==> config.mk <==
export PLATFORM = sky130hd
export DESIGN_NAME = serial_byte_tx
export DESIGN_NICKNAME = d
export VERILOG_FILES = /design/src/rtl/serial_byte_tx.sv
export SDC_FILE = /design/constraint.sdc
export NUM_CORES = 1
export LEC_CHECK = 0
export ABC_AREA = 1
export BUFFER_PORTS_ARGS = -buffer_cell sky130_fd_sc_hd__buf_2
export CAP_MARGIN = 5
export CELL_PAD_IN_SITES_DETAIL_PLACEMENT = 1
export CELL_PAD_IN_SITES_GLOBAL_PLACEMENT = 1
export CORE_UTILIZATION = 35
export DETAILED_ROUTE_END_ITERATION = 12
export PLACE_DENSITY = 0.79
export SYNTH_ARGS = -nofsm -noshare
export SYNTH_HDL_FRONTEND = slang
export SYNTH_SLANG_ARGS = --single-unit
==> constraint.sdc <==
create_clock -name clk -period 1.4 [get_ports clk]
set_input_delay 0.35 -clock clk [delete_from_list [all_inputs] [get_ports clk]]
set_output_delay 0.35 -clock clk [all_outputs]
set_load 0.05 [all_outputs]
==> src/rtl/serial_byte_tx.sv <==
// serial_byte_tx: LSB-first bit-serial transmitter framed by a start bit (0) and a stop bit (1).
// Defining SERIAL_TX_PARITY_EN inserts an even-parity bit between the data bits and the stop bit.
//
// state  | meaning
// IDLE   | line high, TxReady high, waiting for TxStart
// START  | start bit (0) for one bit period
// DATA   | data bits, LSB first, one bit period each
// PARITY | even-parity bit (only with SERIAL_TX_PARITY_EN)
// STOP   | stop bit (1); TxDone pulses in its final cycle
module serial_byte_tx #(
  parameter int DATA_W       = 8,
  parameter int CLKS_PER_BIT = 4
) (
  input  logic                          clk,
  input  logic                          reset,
  input  logic [DATA_W-1:0]             TxData,
  input  logic                          TxStart,
  output logic                          TxReady,
  output logic                          TxOut,
  output logic                          TxDone,
  output logic [$clog2(DATA_W+1)-1:0]   BitCount
);

  localparam int BW = $clog2(DATA_W + 1);
  localparam int CW = (CLKS_PER_BIT > 1) ? $clog2(CLKS_PER_BIT) : 1;
  localparam logic [CW-1:0] LAST_TICK = CW'(CLKS_PER_BIT - 1);
  localparam logic [CW-1:0] DONE_TICK = CW'(CLKS_PER_BIT - 2);
  localparam logic [BW-1:0] LAST_BIT  = BW'(DATA_W - 1);
  localparam logic          ONE_TICK  = (CLKS_PER_BIT == 1);

  typedef enum logic [2:0] {IDLE, START, DATA, PARITY, STOP} state_t;

  state_t            state;
  logic [CW-1:0]     tick;
  logic [DATA_W-1:0] shiftReg;
  logic [DATA_W-1:0] shifted;
`ifdef SERIAL_TX_PARITY_EN
  logic              parityBit;
`endif

  assign shifted = shiftReg >> 1;

  always_ff @(posedge clk) begin
    if (reset) begin
      state    <= IDLE;
      tick     <= '0;
      shiftReg <= '0;
      BitCount <= '0;
      TxOut    <= 1'b1;
      TxReady  <= 1'b1;
      TxDone   <= 1'b0;
`ifdef SERIAL_TX_PARITY_EN
      parityBit <= 1'b0;
`endif
    end else begin
      case (state)
        IDLE: begin
          if (TxStart) begin
            shiftReg <= TxData;
            BitCount <= '0;
            tick     <= '0;
            TxOut    <= 1'b0;
            TxReady  <= 1'b0;
            state    <= START;
`ifdef SERIAL_TX_PARITY_EN
            parityBit <= ^TxData;
`endif
          end
        end
        START: begin
          if (tick == LAST_TICK) begin
            tick  <= '0;
            TxOut <= shiftReg[0];
            state <= DATA;
          end else begin
            tick <= tick + 1'b1;
          end
        end
        DATA: begin
          if (tick == LAST_TICK) begin
            tick     <= '0;
            shiftReg <= shifted;
            BitCount <= BitCount + 1'b1;
            if (BitCount == LAST_BIT) begin
`ifdef SERIAL_TX_PARITY_EN
              TxOut <= parityBit;
              state <= PARITY;
`else
              TxOut  <= 1'b1;
              TxDone <= ONE_TICK;
              state  <= STOP;
`endif
            end else begin
              TxOut <= shifted[0];
            end
          end else begin
            tick <= tick + 1'b1;
          end
        end
        PARITY: begin
          if (tick == LAST_TICK) begin
            tick   <= '0;
            TxOut  <= 1'b1;
            TxDone <= ONE_TICK;
            state  <= STOP;
          end else begin
            tick <= tick + 1'b1;
          end
        end
        STOP: begin
          // TxDone is registered, so it is raised one tick ahead of the last stop cycle
          if (tick == LAST_TICK) begin
            tick    <= '0;
            TxDone  <= 1'b0;
            TxReady <= 1'b1;
            state   <= IDLE;
          end else begin
            tick   <= tick + 1'b1;
            TxDone <= (tick == DONE_TICK);
          end
        end
        default: state <= IDLE;
      endcase
    end
  end

endmodule

==> run summary <==
Boundary Pins: 18
Area leader, netlist: dfxtp_1
Syn nets: 171
Slowest stage cell, crit path: dfxtp_1
Register area share after synthesis: 38.23%
Setup TNS: 0 ps
Max Slew Vio Count: 0
CTS tree: built
Worst-Skew Late Latency: 300 ps
Final Cycle Share: 94.90%
Gate power share: 49.9%
Drt first pass iters: 4
Fin Clk Skew: 2.624 ps
CP delay by family, top: flip-flops
Max-cap viol count: 0
Initial antenna violation count: 0
Vias: 1092
Flop pwr share: 35.9%
Largest net degree at the start of global routing: 15
F_max: 752.7 MHz
Synth unique cells: 20
Area added between synthesis and finish: 22.22%
H-Tree Depth: 1
Post-Syn Area: 1047 um^2
Vias in the first global route: 1129
Layout cell share with drive strength beyond 1: 27.47%
Clk slew on worst S/H paths: 120 ps
Final wirelength: 2.851 mm
Synth Warn #: 0
Synth top area cells: dfxtp_1 38%, nand2_1 17%, nor2_1 8.6%, o21ai_0 6.7%, nand3_1 5.7%
Peak supply drop: 0.8321 mV
Sw frac: 45.92%
Synthesized flop and latch total: 20
Critical path buffers and inverters: 1
Clk buf depth: 2
Post-Synthesis Cells: 157
Clock network power share: 14.2%
Clk sink count: 20
# rows: 19
Cell Pwr Density: 1915 nW/um^2
Die Wd: 56.70 um
Worst Path Required: 1050 ps
I/O Buffers: 17
Remaining DRCs: 0
Total grt overflow: 0
# diodes: 0
Post-route cell area: 1280 um^2
Global Route Usage Sum: 18.93%
CTS buffer count: 3
Total die area: 3215 um^2
Core footprint: 2805 um^2
Setup CP Type: register to primary output
Worst Hold Class: input port to register
Crit. End Element: primary output
Starting Density: 37.33%
DR iter-0 viols: 24
Crit path DAT: 980 ps
Cell leakage power: 0.6268 nW
Clk root buf: clkbuf_4
Post-Place Setup Slack: 0.4261 ps
HPWL Detailed: 2.115 mm
Outcome: completed
Placed Instance Area: 1180 um^2
Fin. Hold Viols: 0
Tmin final: 1329 ps
CP max stage delay: 420 ps
Actual slew at the worst max-slew pin: 313.5 ps
Vias per cell: 5.127
Syn Area/Cell: 6.670 um^2
Net switching power: 0.001126 W
Final worst slack: 71.44 ps
First-pass GRT wire length: 4.767 mm
Die height: 56.70 um
Startpoint Class: register
Critical-path maximum fanout: 4
Final setup viols: 0
DR WL/cell: 13.38 um
RePlAce Congestion: 0.9392
ANT nets after route: 0
Slew margin rel.: 78.88%
Design internal power: 0.001326 W
Critical-path cell list: clkbuf_4
Final #Nets: 197
Share of the synthesized area in the top cell type: 38.23%
==> Yosys cell counts <==
cell      instances
buf_2             1
inv_2             2
inv_1            12
nand3b_1          1
nand2_4           1
nor2_2            2
nand3_2           1
nand2_2           1
nor2_1           24
a21oi_2           2
nand3b_2          1
buf_6             1
o21ai_0          14
nand2_1          48
ha_1              3
nand3_1          12
buf_4             1
a21oi_1           9
dfxtp_1          20
nor2_4            1
==> layer usage <==
layer | global-route usage [%] | wire length [um] | vias to the layer above | share of wire [%]
li1 | - | - | 548 | -
met1 | 23.31 | 1382 | 523 | 48
met2 | 33.67 | 1374 | 16 | 48
met3 | 2.074 | 62 | 5 | 2.2
met4 | 6.786 | 31 | 0 | 1.1
met5 | 0 | 0 | - | 0
==> sequential cells by signal, indices dropped and copies added, names as in the netlist <==
register / count
BitCount: 4
shiftReg: 8
TxDone: 1
state: 3
tick: 2
TxReady: 1
TxOut: 1
==> repair_timing <==
item | in CTS | in global routing
pin swaps | 0 | 2
endpoints found under the setup margin | 2 | 15
resized for setup | 2 | 11
hold buffers | 0 | 0
setup buffers | 0 | 3
==> stage by stage <==
step / util (%) / hold WS (ps) / cells / total power, W
floorplan: - / 412.4 / 157 / 0.001720
finish: 45.63 / 299.1 / 213 / 0.002452
global route: 45.63 / 304.6 / 213 / 0.002639
global placement: 42.06 / 444.9 / 206 / 0.001943
detailed placement: 42.06 / 461.3 / 206 / 0.001998
CTS: 43.58 / 298.7 / 210 / 0.002365
==> power groups by stage <==
stage / registers (W) / logic, W / clock network [W]
after CTS: 0.000865 / 0.00114 / 0.000357
after floorplan: 0.000993 / 0.000727 / 0
after global placement: 0.000857 / 0.00109 / 0
final: 0.000880 / 0.00122 / 0.000348
after detailed placement: 0.000869 / 0.00113 / 0
after global routing: 0.000900 / 0.00137 / 0.000372
==> cell usage in the layout, fill, tap and decap left out, drive strengths merged <==
cell    instances
nand2          50
nor2           27
buf            22
dfxtp          20
o21ai          14
inv            14
nand3          13
a21oi          11
clkbuf          6
ha              3
nand3b          2
==> layout make-up <==
class | count | area [um^2]
inverters | 14 | 55.05
well taps | 31 | 38.79
multi-input cells | 120 | 585.6
fillers | 390 | 1525
flip-flops and latches | 20 | 409.1
clock buffers | 4 | 36.28
repair buffers | 24 | 155.1
==> final timing paths <==
path	startpoint	to	slack, ps	depth (start not counted)
setup reg to reg	BitCount[0]	state[1]	80	8
hold reg to reg	shiftReg[7]	shiftReg[7]	480	2
setup / recovery	BitCount[3]	BitCount[3]	70	1
hold / removal	TxData[7]	shiftReg[7]	300	3
==> cell families (layout without fill, tap and decap cells) <==
family,after synthesis,after routing,synth area share [%]
and+or+nand+nor,92,92,38.23
adders and majority gates,3,3,3.585
buffers and inverters,17,42,7.288
DFF,20,20,38.23
AOI/OAI and AO/OA,25,25,12.66
Power figures use the tool's default switching activity.
